--- src/rtl/fetch_stage.sv ---
// fetch_stage: instruction fetch with one-cycle memory latency, a one-entry
// skid buffer that catches the response landing during a stall, and
// redirect-driven flush.
module fetch_stage #(
  parameter logic [31:0] NOP = 32'h00000013
) (
  input  logic        clk,
  input  logic        rst_n,
  output logic        imem_req,
  output logic [31:0] imem_addr,
  input  logic [31:0] imem_rdata,
  input  logic        stall,
  input  logic        redirect,
  input  logic [31:0] redirect_pc,
  output logic        if_valid,
  output logic [31:0] if_pc,
  output logic [31:0] if_idata
);

  typedef struct packed {
    logic        valid;
    logic [31:0] pc;
    logic [31:0] data;
  } ifid_t;

  localparam ifid_t BUBBLE = '{valid: 1'b0, pc: 32'h0, data: NOP};

  logic [31:0] pc_q, req_pc_q;
  logic        inflight_q;
  logic        buf_valid_q;
  logic [31:0] buf_pc_q, buf_data_q;
  ifid_t       ifid_q, ifid_ld;
  logic        buf_wr;

  // A request goes out whenever nothing holds or flushes the front end.
  always_comb begin
    imem_req  = rst_n && !stall && !redirect;
    imem_addr = pc_q;
  end

  // Next IF/ID contents on an unstalled cycle: the buffered instruction is
  // older than anything in flight, so it drains first.
  always_comb begin
    ifid_ld = BUBBLE;
    if (buf_valid_q)
      ifid_ld = '{valid: 1'b1, pc: buf_pc_q, data: buf_data_q};
    else if (inflight_q)
      ifid_ld = '{valid: 1'b1, pc: req_pc_q, data: imem_rdata};
  end

  // The response of a request issued just before a stall must be parked.
  assign buf_wr = stall && !redirect && inflight_q;

  // PC, request tracking, skid buffer and IF/ID register.
  always_ff @(posedge clk) begin
    if (!rst_n) begin
      pc_q        <= 32'h0;
      req_pc_q    <= 32'h0;
      inflight_q  <= 1'b0;
      buf_valid_q <= 1'b0;
      buf_pc_q    <= 32'h0;
      buf_data_q  <= 32'h0;
      ifid_q      <= BUBBLE;
    end else if (redirect) begin
      // low address bits are dropped; in-flight data is simply never used
      pc_q        <= redirect_pc & ~32'h3;
      inflight_q  <= 1'b0;
      buf_valid_q <= 1'b0;
      ifid_q      <= BUBBLE;
    end else if (stall) begin
      inflight_q <= 1'b0;
      if (buf_wr) begin
        buf_valid_q <= 1'b1;
        buf_pc_q    <= req_pc_q;
        buf_data_q  <= imem_rdata;
      end
    end else begin
      pc_q        <= pc_q + 32'd4;
      req_pc_q    <= pc_q;
      inflight_q  <= 1'b1;
      buf_valid_q <= 1'b0;
      ifid_q      <= ifid_ld;
    end
  end

  always_comb begin
    if_valid = ifid_q.valid;
    if_pc    = ifid_q.pc;
    if_idata = ifid_q.data;
  end

  // A stalled cycle issues no request, so at most one response is ever
  // parked; a second write would overwrite an undelivered instruction.
  skid_no_overwrite: assert property (@(posedge clk) disable iff (!rst_n)
    buf_wr |-> !buf_valid_q);

endmodule
--- config.mk ---
export PLATFORM = sky130hd
export DESIGN_NAME = fetch_stage
export DESIGN_NICKNAME = d
export VERILOG_FILES = /design/src/rtl/fetch_stage.sv
export SDC_FILE = /design/constraint.sdc
export NUM_CORES = 1
export LEC_CHECK = 0
export ABC_AREA = 0
export CORE_MARGIN = 4
export CORE_UTILIZATION = 52
export CTS_CLUSTER_SIZE = 16
export DETAILED_ROUTE_END_ITERATION = 10
export PLACE_DENSITY = 0.79
export SYNTH_ARGS = -nofsm -noshare
export SYNTH_HDL_FRONTEND = slang
export SYNTH_SLANG_ARGS = --single-unit
--- constraint.sdc ---
create_clock -name clk -period 2.1 [get_ports clk]
set_input_delay 0.21 -clock clk [delete_from_list [all_inputs] [get_ports clk]]
set_output_delay 0.21 -clock clk [all_outputs]
set_load 0.005 [all_outputs]
# After elaboration in Yosys (flattened, before gate mapping)

Index checks and enable logic that the tools add are counted.
W data, S select, Z words.

Register bits: 195
Input bits: 68
Output and inout port bits: 98
Logic and storage cells: 30

Add/sub/neg operators: 1
Eq/ne operators: 1
Muxes and demuxes: 5
Bitwise operators: 3
Reduce and logical (&&, ||, !) cells: 10

Operators by type and width:

| operator                | count |
|---|---|
| $mux W65                | 2 |
| $mux W32                | 2 |
| $add A32 B3 Y32 const B | 1 |
| $logic_and A1 B1 Y1     | 4 |
| $not A1 Y1              | 3 |
| $reduce_and A3 Y1       | 1 |
| $reduce_or A3 Y1        | 1 |
| $logic_not A1 Y1        | 2 |
| $ne A2 B1 Y1 const B    | 1 |
| $reduce_and A2 Y1       | 1 |
| $reduce_or A2 Y1        | 1 |
| $mux W1                 | 1 |

# Depth between registers and ports, before layout

Gate-level depths: netlist (run 1).

Word-level depth: 4
Gate-level depth with buffers: 7
Depth with buffers taken out: 6

# Worst setup path before layout (run 1)

No wires, ideal clock.

Path type: register to register
Start point: register pc_q[7] (netlist: imem_addr[7])
End point: register pc_q[25] (netlist: imem_addr[25])
Arrival time: 1.635 ns
Required time: 1.983 ns
Setup slack: 0.348 ns
Cell stages (with the launch flop): 7
Period minus slack after synthesis: 1.752 ns
Path through: dfxtp_1 clkbuf_1 nand4_1 nor4_4 nand4_1 xnor2_1 a22o_1

Word-level cells in the longest chain between the ends: 3

RTL lines:

| item                   | line | source |
|---|---|---|
| start, declared        | 28   | `logic [31:0] pc_q, req_pc_q;` |
| start signal, assigned | 66   | `pc_q <= redirect_pc & ~32'h3;` |
| start signal, assigned | 78   | `pc_q <= pc_q + 32'd4;` |
| $add A32 B3 Y32        | 78   |  |
| $mux W32               | 70   | `end else if (stall) begin` |
| $mux W32               | 64   | `end else if (redirect) begin` |

No other way between the ends. The select of a mux whose other input is x is not followed.
A chain may end at the register's enable or synchronous reset.

# Worst setup path after layout (run 1)

Start point: input port redirect
End point: output port imem_req

Word-level cells in the longest chain between the ends: 2

RTL lines:

| item                | line | source |
|---|---|---|
| start, declared     | 13   | `input logic redirect,` |
| $logic_not A1 Y1    | 37   | `imem_req = rst_n && !stall && !redirect;` |
| $logic_and A1 B1 Y1 | 37   |  |
| end, declared       | 9    | `output logic imem_req,` |

No other way between the ends.

==> results.yml, run 1 <==
status:
  outcome: "completed"
sta:
  hold_slack_ps: 316
  slew_viol_final: 0
  max_clock_freq_ghz: 0.523
  fin_crit_sh: 0.910
  setup_viol: 0
  skew_ps: 10.7
  min_period_ps: 1910
  rsz0062_at_grt: "false"
  hold_viol_final: 0
  tns_ps: 0
  tightest_slew_ps: 733
  timing.slew.headroom: 0.511
placed_design:
  hpwlAfterDp_um: 13400
  gp_congestion: 0.888
  numPortBuffers: 159
routing:
  routedWlPerCell_um: 14.9
  drc: 0
  drtAntennaViolNets: 0
  route.vias.total: 7549
  drtPass1Iterations: 7
  routed_wl_um: 20800
  avgViaCountPerCell: 5.40
  first_iter_violations: 646
cells_and_area:
  drive_gt1_frac: 0.0648
  area_delta_synth_final_pct: 29.5
  diodes: 0
  multi_input_comb_area_sq_um: 4090
  num-fill-cells: 1293
  nets: 1245
  seqCellArea_sq_um: 3750
yosys:
  synth.most_common_cell: "nand2_1"
  synth.avg_cell_area_sq_um: 7.80
  synthTopCellsByArea: "dfxtp_1 46%, nand2_1 12%, a21boi_0 8.9%"
  netlist_instances: 1052
  yosys_register_bits: 187
  yosysUniqueCellTypes: 51
  async_reset_ff_frac: 0
  synth_top_family_by_area: "simple AND/OR/NAND/NOR gates"
  synth_xor_area_frac: 0.0181
  ys_seq_area_frac: 0.456
  synth_compound_area_frac: 0.207
  synthMuxAreaShare: 0.00122
  syn_area_sq_um: 8200
  synth-simple-area-share: 0.267
  ys_top_cells_by_count: "270 x nand2_1, 187 x dfxtp_1, 137 x a21oi_1"
  synth_ff_type: "dfxtp_1"
  yosysTopAreaCell: "dfxtp_1"
  synth-adder-area-share: 0.00153
  yosys_warnings: 0
  synth-edff-count: 0
  synth_top_area_share: 0.456
pwr:
  seqPwrFrac: 0.488
  swShare: 0.221
  power_density_nw_per_um2: 712
  p_int_mw: 5.89
  power_frac_comb: 0.083
  p_clk_frac: 0.429
  leakagePower_nw: 3.45
  vdd_drop_max_mv: 0.602
  p_sw_mw: 1.67
floorplanning:
  core_sq_um: 15300
  initial_utilization: 0.536
  die_area_sq_um: 17900
  row_count: 45
  boundaryPins: 166
  fp.dieW_um: 134
  die_h_um: 134
global_routing:
  grt_pass1_vias: 6831
  overflow: 0
  grt_first_pass_wirelength_um: 34200
  grt_max_degree: 103
  grt_antenna_before_repair: 0
  grt_usage: 0.230
critical_path:
  worst-setup-path-type: "primary input to output pin"
  slowest_delay_ps: 520
  cp_slowest_cell: "clkdlybuf4s50_1"
  cp_cell_sequence: "clkdlybuf4s50_1, buf_4, nor2_2, and2_1, clkdlybuf4s50_1"
  end_kind: "output pin"
  crit_required_ps: 1890
  cp.arrival_ps: 1700
  start_kind: "primary input"
  worst_path_most_repeated_cell: "clkdlybuf4s50_1"
  cp_top_family: "buffers and inverters"
  path_max_fanout: 6
  worst-path-buf-inv: 3
min_path:
  hp-class: "primary input to register"
clock_network:
  clock_latency_ps: 430
  clock_path_buffers: 2
  post_cts_resized: 0
  root_buffer: "clkbuf_16"
  cts_buffers: 17
  h-tree-depth: 4
  clk_pin_slew_ps: 60
  cts.hold.buffers_added: 0
  clock-sinks: 187
  post-cts-setup-buffers: 0
  cts_tree: "done"
job:
  max_cap_viol_count: 0
-- flip-flops by register name, summed over array words and instances, names as in the netlist --
register / cells
req_pc_q: 30
buf_pc_q: 30
if_idata: 32
if_pc: 30
inflight_q: 1
buf_valid_q: 1
if_valid: 1
imem_addr: 30
buf_data_q: 32
-- cell families after synthesis --
group / after synthesis
compound gates: 274
xor+xnor: 17
fa+ha+maj: 1
buf+inv: 97
flops: 187
mux: 1
other cells: 1
simple gates: 474
-- cell usage in the layout (no fill, tap or decap), types with 2 or more instances in the layout --
cell	count
nor4_1	5
xnor2_1	8
clkbuf_8	3
inv_1	4
nand2_1	269
bufinv_16	3
and3_1	4
a21boi_0	97
clkbuf_16	17
dfxtp_1	185
nand3b_1	60
nor3_1	8
nor2_1	73
a221oi_1	4
nor2b_1	5
buf_4	31
clkinv_2	3
nand4_1	14
nor3b_1	3
nand3_1	13
o21ai_0	17
a21oi_1	137
xor2_1	9
clkbuf_1	4
buf_12	5
and2_1	7
o211ai_1	2
o211a_1	3
conb_1	4
a21boi_2	2
clkdlybuf4s50_1	157
a211o_1	3
-- power groups by stage --
stage / registers, mW / clock network [mW] / logic, mW
2_1_floorplan: 3.75 / 0 / 0.303
3_3_place_gp: 3.77 / 0 / 0.617
3_5_place_dp: 3.77 / 0 / 0.620
4_1_cts: 3.69 / 3.30 / 0.624
5_1_grt: 3.70 / 3.44 / 0.682
6_report: 3.69 / 3.25 / 0.625
-- per-stage QoR --
stage          instances  setup slack, ps  utilization  total power, mW  instance area (sq um)
6_report            1399              189        0.694             7.57                  10600
5_1_grt             1399             58.3        0.694             7.82                  10600
4_1_cts             1399              198        0.694             7.62                  10600
2_1_floorplan       1055              348            -             4.06                   8220
3_5_place_dp        1368              105        0.655             4.39                  10000
3_3_place_gp        1368              129        0.655             4.39                  10000
-- final timing paths --
kind | depth (start not counted) | startpoint | endpoint | slack [ps]
max | 5 | redirect | imem_req | 190
min | 3 | rst_n | imem_addr[25] | 320
max reg2reg | 6 | imem_addr[2] | imem_addr[16] | 210
min reg2reg | 2 | buf_data_q[4] | buf_data_q[4] | 460
-- layer usage --
metal / share of wire / routed length [um] / global-route usage / vias up
li1: - / - / - / 3792
met1: 0.47 / 9850 / 0.327 / 3490
met2: 0.45 / 9260 / 0.353 / 243
met3: 0.066 / 1370 / 0.0480 / 24
met4: 0.015 / 316 / 0.0691 / 0
met5: 0 / 0 / 0 / -
-- layout make-up --
class | instances | area share
Inverter | 5 | 0.00177
Sequential cell | 187 | 0.353
Clock inverter | 7 | 0.0107
Multi-Input combinational cell | 771 | 0.385
Tap cell | 211 | 0.0248
Timing Repair Buffer | 194 | 0.180
Clock buffer | 24 | 0.0453
-- worst min-delay path: stages --
cell and delay [ps]:
buf_2 150, and2_1 200, a22o_1 150
No activity file was read; power rests on OpenSTA's default activity.
==> run 2, diff against run 1 <==
--- a/config.mk
+++ b/config.mk
@@ -11,6 +11,7 @@
 export CTS_CLUSTER_SIZE = 16
 export DETAILED_ROUTE_END_ITERATION = 10
 export PLACE_DENSITY = 0.79
+export SLEW_MARGIN = 20
 export SYNTH_ARGS = -nofsm -noshare
 export SYNTH_HDL_FRONTEND = slang
 export SYNTH_SLANG_ARGS = --single-unit
==> results of run 2 <==
The final DEF is identical to that of run 1; final timing and power are the same.
==> run 3, diff against run 2 <==
--- a/config.mk
+++ b/config.mk
@@ -6,8 +6,10 @@
 export NUM_CORES = 1
 export LEC_CHECK = 0
 export ABC_AREA = 0
+export CELL_PAD_IN_SITES_DETAIL_PLACEMENT = 1
+export CELL_PAD_IN_SITES_GLOBAL_PLACEMENT = 1
 export CORE_MARGIN = 4
-export CORE_UTILIZATION = 52
+export CORE_UTILIZATION = 38
 export CTS_CLUSTER_SIZE = 16
 export DETAILED_ROUTE_END_ITERATION = 10
 export PLACE_DENSITY = 0.79
==> run 3 against run 2 <==
Against the previous run:
- combinational power up 6.9%
- clock power shrank 7.1%
- sequential share of layout area down 0.30 points
- count of clock-buffer cells in the layout down 4
- sequential power barely moved
- critical endpoint is now imem_addr[18]
- largest power group unchanged
- highest routed layer unchanged
==> results.yml, run 3 (synthesis gave the netlist of run 1 again) <==
global_routing:
  grtUsageMet1: 0.276
  globalRouteMet3Util: 0.0417
  grt_pass1_vias: 7964
  grt_usage: 0.212
  grt_first_pass_wirelength_um: 41500
  grt_max_degree: 126
  overflow: 0
  top_usage_layer: "met2"
  use_met2: 0.363
  grt_antenna_before_repair: 0
min_path:
  hp-class: "primary input to register"
critical_path:
  r2r_slack_ps: 150
  cp.arrival_ps: 2290
  start_kind: "register"
  crit_required_ps: 2440
  end_kind: "register"
  path_max_fanout: 6
  worst-setup-path-type: "register to register"
routing:
  drtAntennaViolNets: 0
  route.vias.total: 7712
  drc: 0
  routedWlPerCell_um: 17.4
  avgViaCountPerCell: 5.24
  drtPass1Iterations: 4
  first_iter_violations: 318
  routed_wl_um: 25500
cells_and_area:
  final_common_cell: "nand2_1"
  nets: 1252
  drive_gt1_frac: 0.0727
  final_core_util: 0.507
  diodes: 0
  instances_no_fill: 1471
  layout_common_cells: "269 x nand2_1, 185 x dfxtp_1, 157 x clkdlybuf4s50_1, 137 x a21oi_1, 97 x a21boi_0"
  num-fill-cells: 2574
  area_delta_synth_final_pct: 30.6
sta:
  skew_ps: 12.9
  min_period_ps: 1950
  max_clock_freq_ghz: 0.514
  setup_viol: 0
  slew_viol_final: 0
  tightest_slew_ps: 679
  timing.slew.headroom: 0.547
  tns_ps: 0
  rsz0062_at_grt: "false"
  hold_viol_final: 0
  fin_crit_sh: 0.927
clock_network:
  post_cts_resized: 0
  cts.hold.buffers_added: 0
  clock_latency_ps: 430
  clk_pin_slew_ps: 70
  clock_path_buffers: 2
  root_buffer: "clkbuf_16"
  clock-sinks: 187
  cts_tree: "done"
  h-tree-depth: 4
  post-cts-setup-buffers: 0
  cts_buffers: 17
floorplanning:
  row_count: 53
  core_sq_um: 21200
  die_h_um: 155
  die_area_sq_um: 24000
  boundaryPins: 166
  initial_utilization: 0.388
  fp.dieW_um: 155
placed_design:
  dp_cells: 1439
  gp_congestion: 0.822
  numPortBuffers: 159
  hpwlAfterDp_um: 16800
status:
  outcome: "completed"
pwr:
  leakagePower_nw: 3.46
  vdd_drop_max_mv: 0.354
  power_density_nw_per_um2: 688
job:
  max_cap_viol_count: 0
-- run 3: cell count changes in the layout (fill, tap and decap cells not counted), sizes merged --
cell / delta
inv: +1
buf: +7
bufinv: -3
clkinvlp: +3
clkinv: +4
clkbuf: -4
-- run 3: worst paths after layout --
| path | start | end | depth (start not counted) |
|---|---|---|---|
| hold reg to reg | buf_data_q[0] | buf_data_q[0] | 2 |
| setup / recovery | imem_addr[3] | imem_addr[18] | 6 |
| hold / removal | rst_n | req_pc_q[19] | 2 |
| setup reg to reg | imem_addr[3] | imem_addr[18] | 6 |
-- run 3: critical path: stages, from the launching register on --
cell	delay [ps]
dfxtp_1	460
ha_1	270
nand3_1	120
or4_4	580
nor3_1	180
a211oi_1	70
nor2b_1	180
-- run 3: power by group --
part	switching [mW]	total [mW]	leakage, nW	internal, mW
Combinational	0.337	0.668	1.68	0.330
Sequential	0.0761	3.69	1.52	3.61
Clock	1.46	3.02	0.257	1.56
Total	1.87	7.37	3.46	5.50
-- run 3: layout make-up --
cell class | instances | area (sq um) | share of cell area
sequential | 187 | 3750 | 0.350
inverter | 5 | 18.8 | 0.00175
multi-input combinational | 771 | 4090 | 0.382
timing repair buffer | 201 | 1980 | 0.184
clock inverter | 12 | 93.8 | 0.00876
tap | 275 | 344 | 0.0321
clock buffer | 20 | 447 | 0.0417
-- run 3: through the flow --
stage	instance area, sq um	hold WS, ps	worst slack (ps)	power (mW)
2_1_floorplan	8220	340	348	4.06
3_3_place_gp	10200	449	129	4.42
3_5_place_dp	10200	456	93.4	4.43
4_1_cts	10700	117	153	7.45
5_1_grt	10700	117	44.9	7.66
6_report	10700	136	154	7.37
-- run 3: routing by layer --
layer  wire length (um)  vias to the layer above  share of wire
met4                216                        0         0.0085
met2              12500                      159           0.49
met1              11800                     3739           0.46
met5                  0                        -              0
met3               1060                       14          0.042
li1                   -                     3800              -
